**config.mk**
```make
export PLATFORM = sky130hd
export DESIGN_NAME = countdown_timer
export DESIGN_NICKNAME = d
export VERILOG_FILES = /design/src/rtl/countdown_timer.sv
export SDC_FILE = /design/constraint.sdc
export NUM_CORES = 1
export LEC_CHECK = 0
export CORE_ASPECT_RATIO = 0.9
export CORE_MARGIN = 2
export CORE_UTILIZATION = 45
export DETAILED_ROUTE_END_ITERATION = 10
export PLACE_DENSITY_LB_ADDON = 0.25
export RECOVER_POWER = 50
export SLEW_MARGIN = 25
export SYNTH_ARGS = -nofsm -noshare
export SYNTH_HDL_FRONTEND = slang
export SYNTH_SLANG_ARGS = --single-unit
```
**constraint.sdc**
```tcl
create_clock -name clk -period 7.3 [get_ports clk]
set_input_delay 1.46 -clock clk [delete_from_list [all_inputs] [get_ports clk]]
set_output_delay 1.46 -clock clk [all_outputs]
set_load 0.02 [all_outputs]
```
**src/rtl/countdown_timer.sv**
```systemverilog
// countdown_timer: 1 Hz BCD HH:MM:SS countdown with field editing in SET,
// pause/resume, and a timed alarm window after reaching zero.
`default_nettype none

module countdown_timer #(
  parameter int CLK_FREQ   = 50_000_000,
  parameter int ALARM_SECS = 10
) (
  input  logic        clk,
  input  logic        rst_n,
  input  logic [1:0]  model,
  input  logic [1:0]  adjust_shif,
  input  logic        key_up,
  input  logic        key_down,
  input  logic        pause,
  input  logic        clear,
  output logic [23:0] countdown_num,
  output logic        run_led,
  output logic        expired,
  output logic        beep_req
);

  localparam int PW = (CLK_FREQ > 1) ? $clog2(CLK_FREQ) : 1;
  localparam int AW = (ALARM_SECS > 1) ? $clog2(ALARM_SECS + 1) : 1;
  localparam logic [PW-1:0] PRESC_MAX  = PW'(CLK_FREQ - 1);
  localparam logic [AW-1:0] ALARM_LAST = AW'(ALARM_SECS - 1);

  typedef enum logic [1:0] {
    SET    = 2'd0,
    RUN    = 2'd1,
    PAUSED = 2'd2,
    ALARM  = 2'd3
  } state_t;

  state_t        state, state_nxt;
  logic [23:0]   value_nxt;
  logic [PW-1:0] presc, presc_nxt;
  logic [AW-1:0] alarm_cnt, alarm_nxt;
  logic          active;
  logic          tick;

  // One BCD field step with modular wrap between 00 and top; no carry out.
  function automatic logic [7:0] bcd_step(input logic [7:0] f, input logic up,
                                          input logic [7:0] top);
    logic [7:0] r;
    if (up) begin
      if (f == top)              r = 8'h00;
      else if (f[3:0] == 4'd9)   r = {f[7:4] + 4'd1, 4'd0};
      else                       r = {f[7:4], f[3:0] + 4'd1};
    end else begin
      if (f == 8'h00)            r = top;
      else if (f[3:0] == 4'd0)   r = {f[7:4] - 4'd1, 4'd9};
      else                       r = {f[7:4], f[3:0] - 4'd1};
    end
    return r;
  endfunction

  // Whole-value decrement; the borrow chain only runs on a zero field below.
  function automatic logic [23:0] dec_time(input logic [23:0] v);
    logic [7:0] h, m, s;
    {h, m, s} = v;
    if (s == 8'h00) begin
      if (m == 8'h00) h = bcd_step(h, 1'b0, 8'h23);
      m = bcd_step(m, 1'b0, 8'h59);
    end
    s = bcd_step(s, 1'b0, 8'h59);
    return {h, m, s};
  endfunction

  assign active = (model == 2'b11);
  assign tick   = ((state == RUN) || (state == ALARM)) && (presc == PRESC_MAX);

  always_comb begin
    state_nxt = state;
    value_nxt = countdown_num;
    presc_nxt = presc;
    alarm_nxt = alarm_cnt;
    if (active && clear) begin
      state_nxt = SET;
      value_nxt = '0;
      presc_nxt = '0;
      alarm_nxt = '0;
    end else begin
      case (state)
        SET: begin
          if (active && pause && (countdown_num != '0)) begin
            state_nxt = RUN;
            presc_nxt = '0;
          end else if (active && (key_up ^ key_down)) begin
            case (adjust_shif)
              2'b00:   value_nxt[7:0]   = bcd_step(countdown_num[7:0],   key_up, 8'h59);
              2'b01:   value_nxt[15:8]  = bcd_step(countdown_num[15:8],  key_up, 8'h59);
              2'b10:   value_nxt[23:16] = bcd_step(countdown_num[23:16], key_up, 8'h23);
              default: value_nxt = countdown_num;
            endcase
          end
        end
        RUN: begin
          // Dropping pause freezes both value and prescaler, even on a tick cycle.
          if (active && !pause) begin
            state_nxt = PAUSED;
          end else begin
            presc_nxt = tick ? '0 : presc + 1'b1;
            if (tick) begin
              value_nxt = dec_time(countdown_num);
              if (countdown_num == 24'h000001) begin
                state_nxt = ALARM;
                alarm_nxt = '0;
              end
            end
          end
        end
        PAUSED: begin
          if (active && pause) state_nxt = RUN;
        end
        ALARM: begin
          presc_nxt = tick ? '0 : presc + 1'b1;
          if (tick) begin
            if (alarm_cnt == ALARM_LAST) begin
              state_nxt = SET;
              alarm_nxt = '0;
            end else begin
              alarm_nxt = alarm_cnt + 1'b1;
            end
          end
        end
        default: state_nxt = SET;
      endcase
    end
  end

  always_ff @(posedge clk or negedge rst_n) begin
    if (!rst_n) begin
      state         <= SET;
      countdown_num <= '0;
      presc         <= '0;
      alarm_cnt     <= '0;
      run_led       <= 1'b0;
      expired       <= 1'b0;
      beep_req      <= 1'b0;
    end else begin
      state         <= state_nxt;
      countdown_num <= value_nxt;
      presc         <= presc_nxt;
      alarm_cnt     <= alarm_nxt;
      run_led       <= (state_nxt == RUN);
      expired       <= (state_nxt == ALARM);
      beep_req      <= (state_nxt == ALARM);
    end
  end

endmodule

`default_nettype wire

```
# Yosys cells after proc, flatten, opt, wreduce, memory -nomap -nowiden
# Index checks and enable logic that the tools add are counted.
# classes
eq_ne,32
reduce_logical,28
addsub,14
n_mux,48
bitwise,1
# op_table
op,n
$mux 8,21
$mux 24,5
$mux 26,4
$pmux 26 s3,1
$pmux 24 s2,1
$add 4x1->4 const B,7
$add 26x1->26 const B,1
$eq 26x26->1 const B,1
$eq 24x1->1 const B,1
$logic_not 8->1,3
$mux 4,6
$reduce_bool 24->1,1
$sub 4x1->4 const B,6
$eq 4x4->1 const B,4
$eq 8x7->1 const B,2
$mux 2,8
$reduce_and 8->1,2
$ne 3x2->1 const B,5
$ne 5x5->1 const B,3
$reduce_and 7->1,2
$logic_not 4->1,3
$ne 3x3->1 const B,4
$eq 2x2->1 const B,5
$ne 3x1->1 const B,3
15 further kinds,24
# totals
wordCells,134
in_bits,10
regBits,58

# Logic depth before layout (Yosys ltp)
# depth
ltp_word,9
depth_mapped,9

# Worst setup path after synthesis
# No wires, ideal clock.
# synth_timing
path_kind,input to register
start,in model[0]
end,reg countdown_num[15]
arrival_ns,2.924
required_time_ns,7.178
slack_ns,4.254
path_buffers,0
stages,6
path_cell_list,nand2_1 or4_1 o211ai_1 nand3_2 or3_1 a32o_1
# synth_via
elab_chain_len,5
word_cells_on_any_way,16
cone_classes,8 x eq/ne; 1 x mux; 7 x reduce/logical
# synth_rtl
item,line,rtl
"start, declared",11,"input logic [1:0] model,"
$eq 2x2->1 *,70,assign active = (model == 2'b11);
$logic_and 1x1->1 (2 in a row),86,if (active && pause && (countdown_num != '0)) begin
$ne 3x3->1 (no source line),--,
$reduce_and 8->1 (no source line),--,
"end signal, assigned",143,countdown_num <= value_nxt;
"end, declared",17,"output logic [23:0] countdown_num,"
# Every way passes the cells marked *; elsewhere a longest branch is shown, timed or not.
# A chain may end at the register's enable or synchronous reset.

==> flow_metrics.tcl <==
set metrics [dict create \
    status "complete, but fails checks" \
    violations "max-capacitance violations, max-slew violations" \
    p_leak_uw 0.00202 \
    netlist_area_um2 4350 \
    io_buffer_count 36 \
    max_stage_delay_ps 2210 \
    clockRootBuffer "clkbuf_8" \
    pwr_density_cell_nw_per_um2 362 \
    wl_met1_um 4980 \
    layout.nets 586 \
    start_util_pct 45.6 \
    vdd_ir_drop_max_mv 0.152 \
    die_w_um 108 \
    cts-buffers-inserted 9 \
    p_total_uw 1810 \
    rsz0062_at_grt "no" \
    setup_tns_ps 0 \
    cts_resized 0 \
    clkTransAtPathRegs_ps 70 \
    synthTopCellsByCount "58 x dfrtp_1, 58 x nand2_1, 54 x o21ai_0" \
    maxUsedRoutingLayer "met4" \
    drtIter0Drc 195 \
    gp_congestion 0.846 \
    slew-limit-headroom_pct -110 \
    avgRoutedWirePerCell_um 16.2 \
    ys_seq_elements 58 \
    place_hpwl_um 7810 \
    grt-ovfl-total 0 \
    layout_setup_ws_ps 3270 \
    ys.flop_type "dfrtp_1" \
    drt_wl_total_um 11100 \
    die_y_um 97.2 \
    grt_pass1_vias 3940 \
    antenna_cells 0 \
    vias 4120 \
    cts_setup_buffers 0 \
    setup_viol 0 \
    finalMaxSlewViolations 59 \
    die_area_um2 10500 \
    hold_violations 0 \
    synthTopCellsByArea "dfrtp_1 33%, ha_1 6.9%, o21ai_0 6.2%, o31ai_1 5.2%, nand2_1 5.0%" \
    antenna_left 0 \
    fin_worst_skew_ps 11.7 \
    drc 0 \
    synth_edf_count 0 \
    cts_hold_buffers 0 \
    tightestPinTransition_ps 3150 \
    crit_chain "buf_2 -> clkbuf_1" \
    detail_route.vias_per_cell 6.03 \
    fmax_ghz 0.248 \
    crit_fanout 58 \
    htree_num_levels 3 \
    synth_top_area_cell "dfrtp_1" \
    grt_max_degree 59 \
    period_needed_ps 4030 \
    dr.pass1.iters 4 \
    clk_path_buf_depth 2 \
    crit_path_start_kind "primary input" \
    ys_warn_count 0 \
    synth_top_area_share_pct 33.4 \
    ys_seq_area_share_pct 33.4 \
    syn_to_final_growth_pct 14.9 \
    syn-instance-count 527 \
    clock-sinks 58 \
    synth.net_count 561 \
    setup.worst_path.end_class "asynchronous set/reset pin" \
    rows 34 \
    drive_above_1_share_pct 5.75 \
    place_ws_ps 3290 \
    grt_first_pass_wirelength_um 18600 \
    slowest_stage "clkbuf_1" \
    path_delay_family "buffers and inverters" \
    avgSynthCellArea_um2 8.25 \
    nFillCells 895 \
    grt_usage_pct 21.7 \
    antenna_found_initial 0 \
    drv_cap 1 \
    hold_path.class "register to register" \
    async_reset_ff_share_pct 100 \
    met2_length_um 5380 \
    min_period_over_period_pct 55.2 \
    boundaryPins 37 \
    worst-setup-path-type "primary input to asynchronous set/reset pin" \
    ys_types 63 \
    met3WireLength_um 601 \
    crit_buf_inv 2 \
    core_area_um2 9530 \
    clk_latency_ps 340 \
    cp_data_arrival_time_ps 3770 \
    cts_tree "built" \
    cp_data_required_time_ps 7050 \
]
-- layout by cell type (no fill, tap or decap), types with 3 or more instances in the layout --
master and instances:
o211ai_1 4, nand2b_1 8, nand2_1 58, nor3b_1 8
a31oi_1 5, ha_1 24, clkinv_4 3, o21ai_0 54
o41ai_1 7, nor4b_1 3, nand4_1 9, nor3_1 11
a21oi_1 23, mux2i_1 5, nor2_1 45, xnor2_1 4
a311oi_1 3, xor2_1 5, a211oi_1 5, or3_1 4
o31ai_1 30, clkbuf_8 9, dlygate4sd3_1 12, nor4_1 7
nor2b_1 10, inv_1 21, clkdlybuf4s50_1 23, and2_1 4
dfrtp_1 58, nand3b_1 4, nand3_1 24, and3_1 14
-- layer usage --
layer  global-route usage (%)  vias to the layer above
met5                        0                        -
met4                     6.71                        0
met3                     5.30                       14
met2                     35.8                      124
met1                     28.1                     1969
li1                         -                     2013
-- cells by family after synthesis --
family	share of synthesized area, %
and+or+nand+nor	28.1
AOI/OAI and AO/OA	23.8
DFF	33.4
buffers and inverters	4.38
adders and majority gates	6.91
xor gates and xnor gates	1.81
muxes	1.67
-- state kept, by name, indices dropped and copies added (netlist names) --
| signal | cells |
|---|---|
| alarm_cnt | 4 |
| beep_req | 1 |
| countdown_num | 24 |
| presc | 26 |
| run_led | 1 |
| state | 2 |
-- final timing paths --
kind / from / cells past startpoint / slack [ps] / end
setup / recovery: rst_n / 2 / 3270 / countdown_num[22]
hold / removal: presc[13] / 1 / 500 / presc[13]
setup reg to reg: presc[0] / 6 / 4200 / countdown_num[0]
hold reg to reg: presc[13] / 1 / 500 / presc[13]
max in group clk: model[0] / 7 / 3550 / countdown_num[0]
min in group asynchronous: rst_n / 2 / 2260 / countdown_num[18]
-- stage by stage --
stage	instance area [µm²]	std cells	utilization, %	hold WS (ps)
2_1_floorplan	4350	527	-	460
3_3_place_gp	4770	667	50.1	484
3_5_place_dp	4770	667	50.1	493
4_1_cts	5000	683	52.4	502
5_1_grt	4990	683	52.4	544
6_report	4990	683	52.4	502
-- final cells by class --
type,instances,area [µm²],area share [%]
Sequential cell,58,1450,29.1
Timing Repair Buffer,39,374,7.49
Tap cell,126,158,3.16
Inverter,21,78.8,1.58
Clock inverter,7,103,2.06
Clock buffer,9,124,2.48
Multi-Input combinational cell,423,2700,54.2
-- report_power, final --
group	total [µW]	leakage, µW	internal, µW	switching [µW]
registers	539	0.000777	390	150
clock network	341	0.000110	195	146
logic	926	0.00113	379	548
Power figures use the tool's default switching activity.
